==> src/rtl/matrix_stream_mac3.sv <==
// Stream-fed 3x3 matrix multiplier C = A*B that reuses one MAC for all products.
// Define MATMUL_SIGNED_EN for two's-complement operands; the default build is unsigned.
`timescale 1ns/1ps
module matrix_stream_mac3 #(
  parameter int DATA_W = 8,
  parameter int OUT_W  = 19
) (
  input  logic              clk,
  input  logic              rst_n,
  input  logic              in_valid,
  input  logic [DATA_W-1:0] in_data,
  output logic              in_ready,
  output logic              out_valid,
  output logic [OUT_W-1:0]  out_data,
  output logic              out_last,
  input  logic              out_ready,
  output logic              busy
);

  typedef enum logic [1:0] {
    LOAD    = 2'd0,
    COMPUTE = 2'd1,
    OUTPUT  = 2'd2
  } state_t;

  state_t            state_r;
  logic [DATA_W-1:0] ops_r [18];
  logic [4:0]        idx_r;
  logic [1:0]        i_r;
  logic [1:0]        j_r;
  logic [1:0]        k_r;
  logic [OUT_W-1:0]  acc_r;
  logic [OUT_W-1:0]  c_r [9];
  logic [3:0]        oidx_r;
  logic              in_ready_r;
  logic              out_valid_r;
  logic              out_last_r;
  logic [OUT_W-1:0]  out_data_r;
  logic              busy_r;

  logic [3:0]        a_idx_s;
  logic [3:0]        b_idx_s;
  logic [3:0]        c_idx_s;
  logic [DATA_W-1:0] a_s;
  logic [DATA_W-1:0] b_s;
  logic [OUT_W-1:0]  a_ext_s;
  logic [OUT_W-1:0]  b_ext_s;
  logic [OUT_W-1:0]  prod_s;
  logic [OUT_W-1:0]  acc_next_s;

  assign in_ready  = in_ready_r;
  assign out_valid = out_valid_r;
  assign out_data  = out_data_r;
  assign out_last  = out_last_r;
  assign busy      = busy_r;

  // Operand select and MAC datapath for the current (i,j,k) step.
  always_comb begin
    a_idx_s = ({2'b00, i_r} * 4'd3) + {2'b00, k_r};
    b_idx_s = ({2'b00, k_r} * 4'd3) + {2'b00, j_r};
    c_idx_s = ({2'b00, i_r} * 4'd3) + {2'b00, j_r};
    a_s     = ops_r[{1'b0, a_idx_s}];
    b_s     = ops_r[5'd9 + {1'b0, b_idx_s}];
    // Extending to OUT_W before multiplying keeps the low OUT_W product bits exact in both builds.
`ifdef MATMUL_SIGNED_EN
    a_ext_s = {{(OUT_W-DATA_W){a_s[DATA_W-1]}}, a_s};
    b_ext_s = {{(OUT_W-DATA_W){b_s[DATA_W-1]}}, b_s};
`else
    a_ext_s = {{(OUT_W-DATA_W){1'b0}}, a_s};
    b_ext_s = {{(OUT_W-DATA_W){1'b0}}, b_s};
`endif
    prod_s     = a_ext_s * b_ext_s;
    acc_next_s = ((k_r == 2'd0) ? {OUT_W{1'b0}} : acc_r) + prod_s;
  end

  // Load / compute / output sequencer with registered handshake outputs.
  always_ff @(posedge clk or negedge rst_n) begin
    if (!rst_n) begin
      state_r     <= LOAD;
      idx_r       <= 5'd0;
      i_r         <= 2'd0;
      j_r         <= 2'd0;
      k_r         <= 2'd0;
      acc_r       <= {OUT_W{1'b0}};
      oidx_r      <= 4'd0;
      in_ready_r  <= 1'b1;
      out_valid_r <= 1'b0;
      out_last_r  <= 1'b0;
      out_data_r  <= {OUT_W{1'b0}};
      busy_r      <= 1'b0;
      for (int n = 0; n < 18; n++) ops_r[n] <= {DATA_W{1'b0}};
      for (int n = 0; n < 9; n++) c_r[n] <= {OUT_W{1'b0}};
    end else begin
      case (state_r)
        LOAD: begin
          if (in_valid) begin
            ops_r[idx_r] <= in_data;
            if (idx_r == 5'd17) begin
              idx_r      <= 5'd0;
              state_r    <= COMPUTE;
              in_ready_r <= 1'b0;
              busy_r     <= 1'b1;
            end else begin
              idx_r <= idx_r + 5'd1;
            end
          end
        end
        COMPUTE: begin
          acc_r <= acc_next_s;
          if (k_r == 2'd2) begin
            c_r[c_idx_s] <= acc_next_s;
            k_r          <= 2'd0;
            if (j_r == 2'd2) begin
              j_r <= 2'd0;
              if (i_r == 2'd2) begin
                // c1 was finished long before the final MAC, so it can be presented now.
                i_r         <= 2'd0;
                state_r     <= OUTPUT;
                out_valid_r <= 1'b1;
                out_data_r  <= c_r[0];
                out_last_r  <= 1'b0;
                oidx_r      <= 4'd0;
              end else begin
                i_r <= i_r + 2'd1;
              end
            end else begin
              j_r <= j_r + 2'd1;
            end
          end else begin
            k_r <= k_r + 2'd1;
          end
        end
        OUTPUT: begin
          if (out_ready) begin
            if (oidx_r == 4'd8) begin
              state_r     <= LOAD;
              out_valid_r <= 1'b0;
              out_last_r  <= 1'b0;
              in_ready_r  <= 1'b1;
              busy_r      <= 1'b0;
              oidx_r      <= 4'd0;
            end else begin
              oidx_r     <= oidx_r + 4'd1;
              out_data_r <= c_r[oidx_r + 4'd1];
              out_last_r <= (oidx_r == 4'd7);
            end
          end
        end
        default: begin
          state_r     <= LOAD;
          idx_r       <= 5'd0;
          in_ready_r  <= 1'b1;
          out_valid_r <= 1'b0;
          out_last_r  <= 1'b0;
          busy_r      <= 1'b0;
        end
      endcase
    end
  end

endmodule

==> config.mk <==
export PLATFORM = sky130hd
export DESIGN_NAME = matrix_stream_mac3
export DESIGN_NICKNAME = d
export VERILOG_FILES = /design/src/rtl/matrix_stream_mac3.sv
export SDC_FILE = /design/constraint.sdc
export NUM_CORES = 1
export LEC_CHECK = 0
export BUFFER_PORTS_ARGS = -buffer_cell sky130_fd_sc_hd__buf_2
export CAP_MARGIN = 40
export CORE_ASPECT_RATIO = 2
export CORE_MARGIN = 8
export CORE_UTILIZATION = 49
export CTS_CLUSTER_SIZE = 16
export DETAILED_ROUTE_END_ITERATION = 16
export PLACE_DENSITY = 0.67
export SYNTH_ARGS = -nofsm -noshare
export SYNTH_HDL_FRONTEND = slang
export SYNTH_SLANG_ARGS = --single-unit
==> constraint.sdc <==
create_clock -name clk -period 6.6 [get_ports clk]
set_input_delay 0.99 -clock clk [delete_from_list [all_inputs] [get_ports clk]]
set_output_delay 0.99 -clock clk [all_outputs]
set_load 0.01 [all_outputs]
==> run_results.csv, run 1 <==
group,metric,value,unit
final_layout,drive_above_1_share,32.00,%
die,chipWidth,163.8,um
die,dieArea,51010,um^2
sta,finalSetupViolations,100,
cts,cts-root-buf,"clkbuf_16",
die,io_pins,35,
critical_path,cpMostUsedCell,"fa_1",
route,wl_per_cell,21.08,um
synthesis,yosysWarnings,0,
sta,finClkSkew,0.02895,ns
outcome,outcome,"complete, but fails checks",
die,start_util,49.48,%
critical_path,cp_max_fo,6,
synthesis,syn-cell-area,21400,um^2
route,antenna_left,0,
route,dr.pass1.iters,5,
final_layout,area_growth,18.43,%
place,port_buffers,34,
die,coreArea,43240,um^2
global_routing,grt_pass1_wl,88460,um
synthesis,synth_edf_count,0,
run,cap_viol_max_count,0,
final_layout,num-fill-cells,3561,
cts,numClockSinks,374,
critical_path,cpPeakStageDelay,0.61,ns
sta,max_slew_margin,27.48,%
sta,hold_viol_final,0,
synthesis,synth_cell_types,73,
final_layout,antenna_cells,0,
route,drc,0,
cts,h-tree-depth,2,
route,detailroute.via_count,15350,
final_layout,finish.instance_area,25340,um^2
synthesis,synth-seq-cells,374,
route,via_per_inst,5.778,
cts,cts_buffers,36,
critical_path,crit_type,"flip-flop to flip-flop",
critical_path,reg2reg_depth,28,
global_routing,gr-total-overflow,0,
critical_path,cp_data_arrival_time,7.34,ns
cts,cts_buffer_depth,3,
place,hpwlAfterDp,38600,um
worst_hold_path,hp-class,"input port to asynchronous set/reset pin",
critical_path,critical_path_required,7.08,ns
cts,cts_tree,"yes",
sta,max_clock_freq,145.7,MHz
synthesis,seq_area_frac_synth,43.75,%
global_routing,grt_pass1_vias,16580,
sta,finalWorstSetupSlack,-0.2629,ns
place,routabilityCongestion,0.8804,
synthesis,synth-main-ff-cell,"dfrtp_1",
die,die_h,311.5,um
place,placed_cell_area,23070,um^2
sta,worstMarginPinSlew,1.088,ns
cts,insertion_delay,0.55,ns
outcome,violations,"setup timing",
route,drt_wl_total,56000,um
sta,min_period,6.863,ns
route,first_iter_violations,924,
synthesis,syn_inst,1956,
critical_path,slowest_stage,"fa_2",
final_layout,layout.nets,2209,
cts,clkTransAtPathRegs,0.07,ns
global_routing,antenna_found_initial,0,
synthesis,post_synth.cell_area_avg,10.94,um^2
critical_path,endpoint_kind,"flip-flop",
synthesis,synth-async-reset-ratio,100.0,%
synthesis,synth.net_count,2086,
sta,fin_crit_sh,104.0,%
sta,report.final.slew_viol_count,0,
sta,rsz0062_at_grt,"yes",
critical_path,startpoint_type,"flip-flop",
global_routing,groute.usage.overall,22.00,%
global_routing,grt_max_degree,165,
die,row_count,108,
-- stage by stage --
stage / utilization [%] / setup WS (ns) / cells / TNS, ns / hold slack, ns
CTS: 57.36 / -0.2608 / 2642 / -12.39 / 0.3706
global route: 58.60 / -0.4324 / 2656 / -34.41 / 0.3944
floorplan: - / -0.03339 / 1956 / -0.08309 / 0.4335
detailed placement: 53.34 / -0.3297 / 2553 / -21.20 / 0.4549
finish: 58.60 / -0.2629 / 2656 / -14.82 / 0.3702
global placement: 53.13 / -0.2452 / 2545 / -14.54 / 0.4461
-- registers in the layout, indices dropped and copies added (netlist names) --
signal	cells
k_r	2
out_last	1
busy	1
state_r	2
j_r	2
out_valid	1
ops_r	144
in_ready	1
c_r	171
idx_r	5
oidx_r	4
acc_r	19
i_r	2
out_data	19
-- kinds of logic (layout without fill, tap and decap cells) --
family	count (synthesis)	in the layout	synth area share (%)
AOI/OAI and AO/OA	323	325	9.105
xor gates and xnor gates	20	20	1.047
adders and majority gates	118	118	8.795
buffers and inverters	230	378	4.596
DFF	374	374	43.75
muxes	299	299	20.40
and+or+nand+nor	592	592	12.30
-- area by class of cell --
class                   count  area, um^2  area share [%]
clock buffers              49        1052           4.153
clock inverters            16       209.0          0.8246
inverters                 119       446.7           1.763
multi-input cells        1354       11940           47.11
flip-flops and latches    374        9361           36.94
well taps                 550       688.2           2.716
repair buffers            194        1645           6.493
-- cell usage after synthesis, types with 4 or more instances --
library cell,number,area (um^2)
o22ai_1,4,25.02
buf_6,9,101.4
xor2_1,11,96.34
buf_4,6,45.04
nand2b_1,24,150.1
clkbuf_1,66,247.7
buf_1,6,22.52
fa_1,54,1081
mux2i_1,33,330.3
nor3b_1,4,30.03
a21oi_1,76,380.4
dfrtp_1,373,9334
a31oi_1,11,68.82
xnor2_1,4,35.03
nor3_1,11,55.05
mux4_2,92,2072
a21o_1,26,195.2
o21ai_2,4,35.03
nor2_1,71,266.5
buf_2,24,120.1
o21ai_0,119,595.6
a211oi_1,21,157.7
and2_1,10,62.56
ha_1,64,800.8
o21a_1,6,45.04
or3_1,15,93.84
nand4_1,5,31.28
o21ai_1,29,145.1
nand3_1,27,135.1
mux2_2,171,1926
and3_1,5,31.28
nor3b_2,4,50.05
inv_1,118,442.9
nor2b_1,30,187.7
nand2_1,367,1378
-- cell usage in the layout, fill, tap and decap left out, types with 8 or more instances in the layout --
master     count
dfrtp_1      372
nand2_1      355
mux2_2       164
buf_4        118
inv_1        109
mux4_2        92
o21ai_0       77
nor2_1        69
a21oi_1       66
ha_1          52
fa_1          49
clkbuf_16     38
o21ai_2       34
buf_2         34
o21ai_1       32
mux2i_1       31
buf_6         29
nor2b_1       28
a21o_1        26
nand3_1       24
a211oi_1      19
nand2b_1      18
or3_1         14
nand2_2       11
nor3_1        11
buf_12        11
inv_2         10
a31oi_1       10
o21ai_4        9
and2_1         9
ha_4           9
mux2_4         8
-- routing by layer --
layer | track usage [%] | part of all wire [%]
met5 | 0 | 0
met4 | 14.26 | 6.6
met3 | 2.272 | 3.5
met2 | 41.46 | 56
met1 | 22.18 | 34
-- path summary, 6_finish.rpt --
path / to / slack, ns / startpoint
max in group asynchronous: oidx_r[0]$_DFFE_PN0P_ / 4.80 / rst_n
min in group clk: c_r[117]$_DFFE_PN0P_ / 0.47 / c_r[117]$_DFFE_PN0P_
worst max-delay path: acc_r[16]$_DFFE_PN0P_ / -0.26 / k_r[0]$_DFFE_PN0P_
worst min register to register: c_r[117]$_DFFE_PN0P_ / 0.47 / c_r[117]$_DFFE_PN0P_
worst min-delay path: c_r[67]$_DFFE_PN0P_ / 0.37 / rst_n
worst max register to register: acc_r[16]$_DFFE_PN0P_ / -0.26 / k_r[0]$_DFFE_PN0P_
-- repair_timing --
action,4_1_cts,5_1_grt
hold buffers,0,0
cloned,7,5
setup endpoints to repair,100,110
resized for setup,84,121
pin swaps,31,78
buffers inserted,17,11
-- critical path, delay by kind of cell (launching register included) --
| kind | cells | cell delay [ns] |
|---|---|---|
| flops | 1 | 0.37 |
| compound gates | 5 | 1.06 |
| fa+ha+maj | 8 | 3.43 |
| simple gates | 6 | 1.16 |
| buf+inv | 9 | 0.76 |
Power of run 1 is not shown: default switching activity piles up to over one toggle a cycle in this logic, so the estimate is an artifact.
==> run 2: changes to the inputs <==
BUFFER_PORTS_ARGS = not set   (was -buffer_cell sky130_fd_sc_hd__buf_2)
DONT_BUFFER_PORTS = 1   (was not set)
PLACE_DENSITY = 0.66   (was 0.67)
==> run 2 against run 1 <==
The flow still finishes with violations (setup timing). Count of clock-buffer cells in the layout is 4 higher. Die area stayed put. Register-to-register slack hardly changed. Utilization is 1.1 points lower. Setup slack better by 0.013 ns. Worst hold slack worse by 0.23 ns. Final area is 2.0% lower. Via count is 1.6% lower. Sequential share of layout area is 0.74 points higher. Sequential cell count stayed put. Clock skew is 0.0071 ns lower. Non-clock buffer count is 44 lower.
==> run_results.csv, run 2 (synthesis gave the netlist of run 1 again) <==
group,metric,value,unit
final_layout,reg.largest.list,"c_r x171, ops_r x144",
worst_hold_path,hp-class,"input port to asynchronous set/reset pin",
global_routing,antenna_found_initial,0,
cts,cts_buffers,36,
final_layout,drive_above_1_share,28.90,%
sta,hold_viol_final,0,
route,antenna_left,0,
final_layout,layout.nets,2164,
die,io_pins,35,
cts,numClockSinks,374,
final_layout,area_growth,16.12,%
final_layout,antenna_cells,0,
route,wl_per_cell,21.11,um
place,routabilityCongestion,0.8790,
critical_path,r2r_start,"k_r[0]$_DFFE_PN0P_",
critical_path,r2r_slack,-0.25,ns
outcome,outcome,"complete, but fails checks",
critical_path,reg2reg_to,"acc_r[16]$_DFFE_PN0P_",
sta,worstMarginPinSlew,1.453,ns
critical_path,startpoint,"k_r[0]$_DFFE_PN0P_",
cts,insertion_delay,0.55,ns
cts,cts-root-buf,"clkbuf_16",
route,dr.pass1.iters,5,
final_layout,top_register,"c_r",
global_routing,gr-total-overflow,0,
sta,finalSetupViolations,89,
sta,tns,-9.993,ns
cts,h-tree-depth,2,
global_routing,grt_pass1_wl,87710,um
route,first_iter_violations,918,
final_layout,final_common_cell,"dfrtp_1",
sta,fin_crit_sh,103.8,%
sta,finClkSkew,0.02180,ns
critical_path,critical_path_required,7.08,ns
critical_path,crit_type,"flip-flop to flip-flop",
die,coreArea,43240,um^2
die,dieArea,51010,um^2
route,drc,0,
final_layout,num-fill-cells,3580,
final_layout,finish.instance_area,24840,um^2
die,start_util,49.48,%
outcome,violations,"setup timing",
final_layout,largest_reg_flops,171,
critical_path,endpoint_kind,"flip-flop",
critical_path,startpoint_type,"flip-flop",
place,dp_cells,2509,
final_layout,instances_no_fill,2612,
global_routing,grt_pass1_vias,16510,
cts,cts_tree,"yes",
place,placed_cell_area,22800,um^2
route,wl_met3,1979,um
route,m1WireLength,18840,um
die,chipWidth,163.8,um
final_layout,mostFrequentLayoutCells,"372 x dfrtp_1, 360 x nand2_1, 165 x mux2_2, 122 x buf_4, 109 x inv_1",
place,hpwlAfterDp,38420,um
critical_path,cp_data_arrival_time,7.34,ns
sta,max_slew_margin,3.125,%
route,top_layer,"met4",
critical_path,reg2reg_depth,27,
cts,ctsHoldBuffers,0,
place,port_buffers,0,
die,row_count,108,
global_routing,grt_max_degree,375,
cts,cts_buffer_depth,3,
sta,max_clock_freq,146.0,MHz
die,die_h,311.5,um
sta,finalWorstSetupSlack,-0.2503,ns
sta,report.final.slew_viol_count,0,
route,via_per_inst,5.784,
route,drt_wl_total,55130,um
route,detailroute.via_count,15110,
sta,min_period,6.850,ns
global_routing,groute.usage.overall,21.88,%
route,met2_length,30220,um
sta,fin_hold_ws,0.1418,ns
critical_path,cp_max_fo,6,
cts,clkTransAtPathRegs,0.07,ns
run,cap_viol_max_count,0,
sta,rsz0062_at_grt,"yes",
run 2: worst max path at each step:
stage / endpoint / depth (start not counted)
6_report: acc_r[16]$_DFFE_PN0P_ / 27
5_1_grt: c_r[35]$_DFFE_PN0P_ / 28
4_1_cts: c_r[16]$_DFFE_PN0P_ / 28
3_5_place_dp: c_r[151]$_DFFE_PN0P_ / 26
3_3_place_gp: c_r[169]$_DFFE_PN0P_ / 25
2_1_floorplan: c_r[92]$_DFFE_PN0P_ / 27
run 2: critical path, stage by stage, from the launching register on:
cell     delay [ns]
dfrtp_1        0.41
inv_2          0.07
fa_1           0.41
inv_2          0.08
ha_4           0.12
inv_2          0.03
fa_2           0.63
xor2_4         0.18
buf_12         0.14
buf_6          0.10
mux2_4         0.31
o21ai_4        0.16
o21ai_4        0.09
buf_4          0.15
nand2_1        0.08
fa_1           0.46
fa_2           0.60
fa_2           0.43
fa_1           0.54
inv_1          0.06
ha_4           0.28
nand2_1        0.10
o21ai_1        0.31
o41ai_2        0.14
buf_4          0.20
buf_4          0.14
or4_1          0.47
nand3_1        0.08
run 2: layout make-up:
| type | count | area, um^2 | share of cell area (%) |
|---|---|---|---|
| multi-input combinational | 1353 | 11710 | 47.14 |
| tap | 550 | 688.2 | 2.770 |
| clock buffer | 53 | 1106 | 4.452 |
| inverter | 119 | 446.7 | 1.798 |
| sequential | 374 | 9361 | 37.68 |
| clock inverter | 13 | 180.2 | 0.7252 |
| timing repair buffer | 150 | 1349 | 5.429 |
run 2: through the flow:
stage               utilization [%]  worst slack [ns]
detailed placement            52.72           -0.3261
floorplan                         -          -0.03339
finish                        57.45           -0.2503
CTS                           56.90           -0.2549
global route                  57.45           -0.5250
global placement              52.46           -0.2281
run 2: timing repair:
action,CTS,global route
pin swaps,36,17
buffers inserted,23,4
gates resized for setup,72,46
endpoints found under the setup margin,91,110
gates cloned,6,4
run 2: metal layers:
layer  vias up  track usage (%)
met2       378            40.60
li1       6916                -
met4         0            15.44
met1      7598            21.79
met3       216            2.747
met5         -                0
Power of run 2 is left out for the same reason.
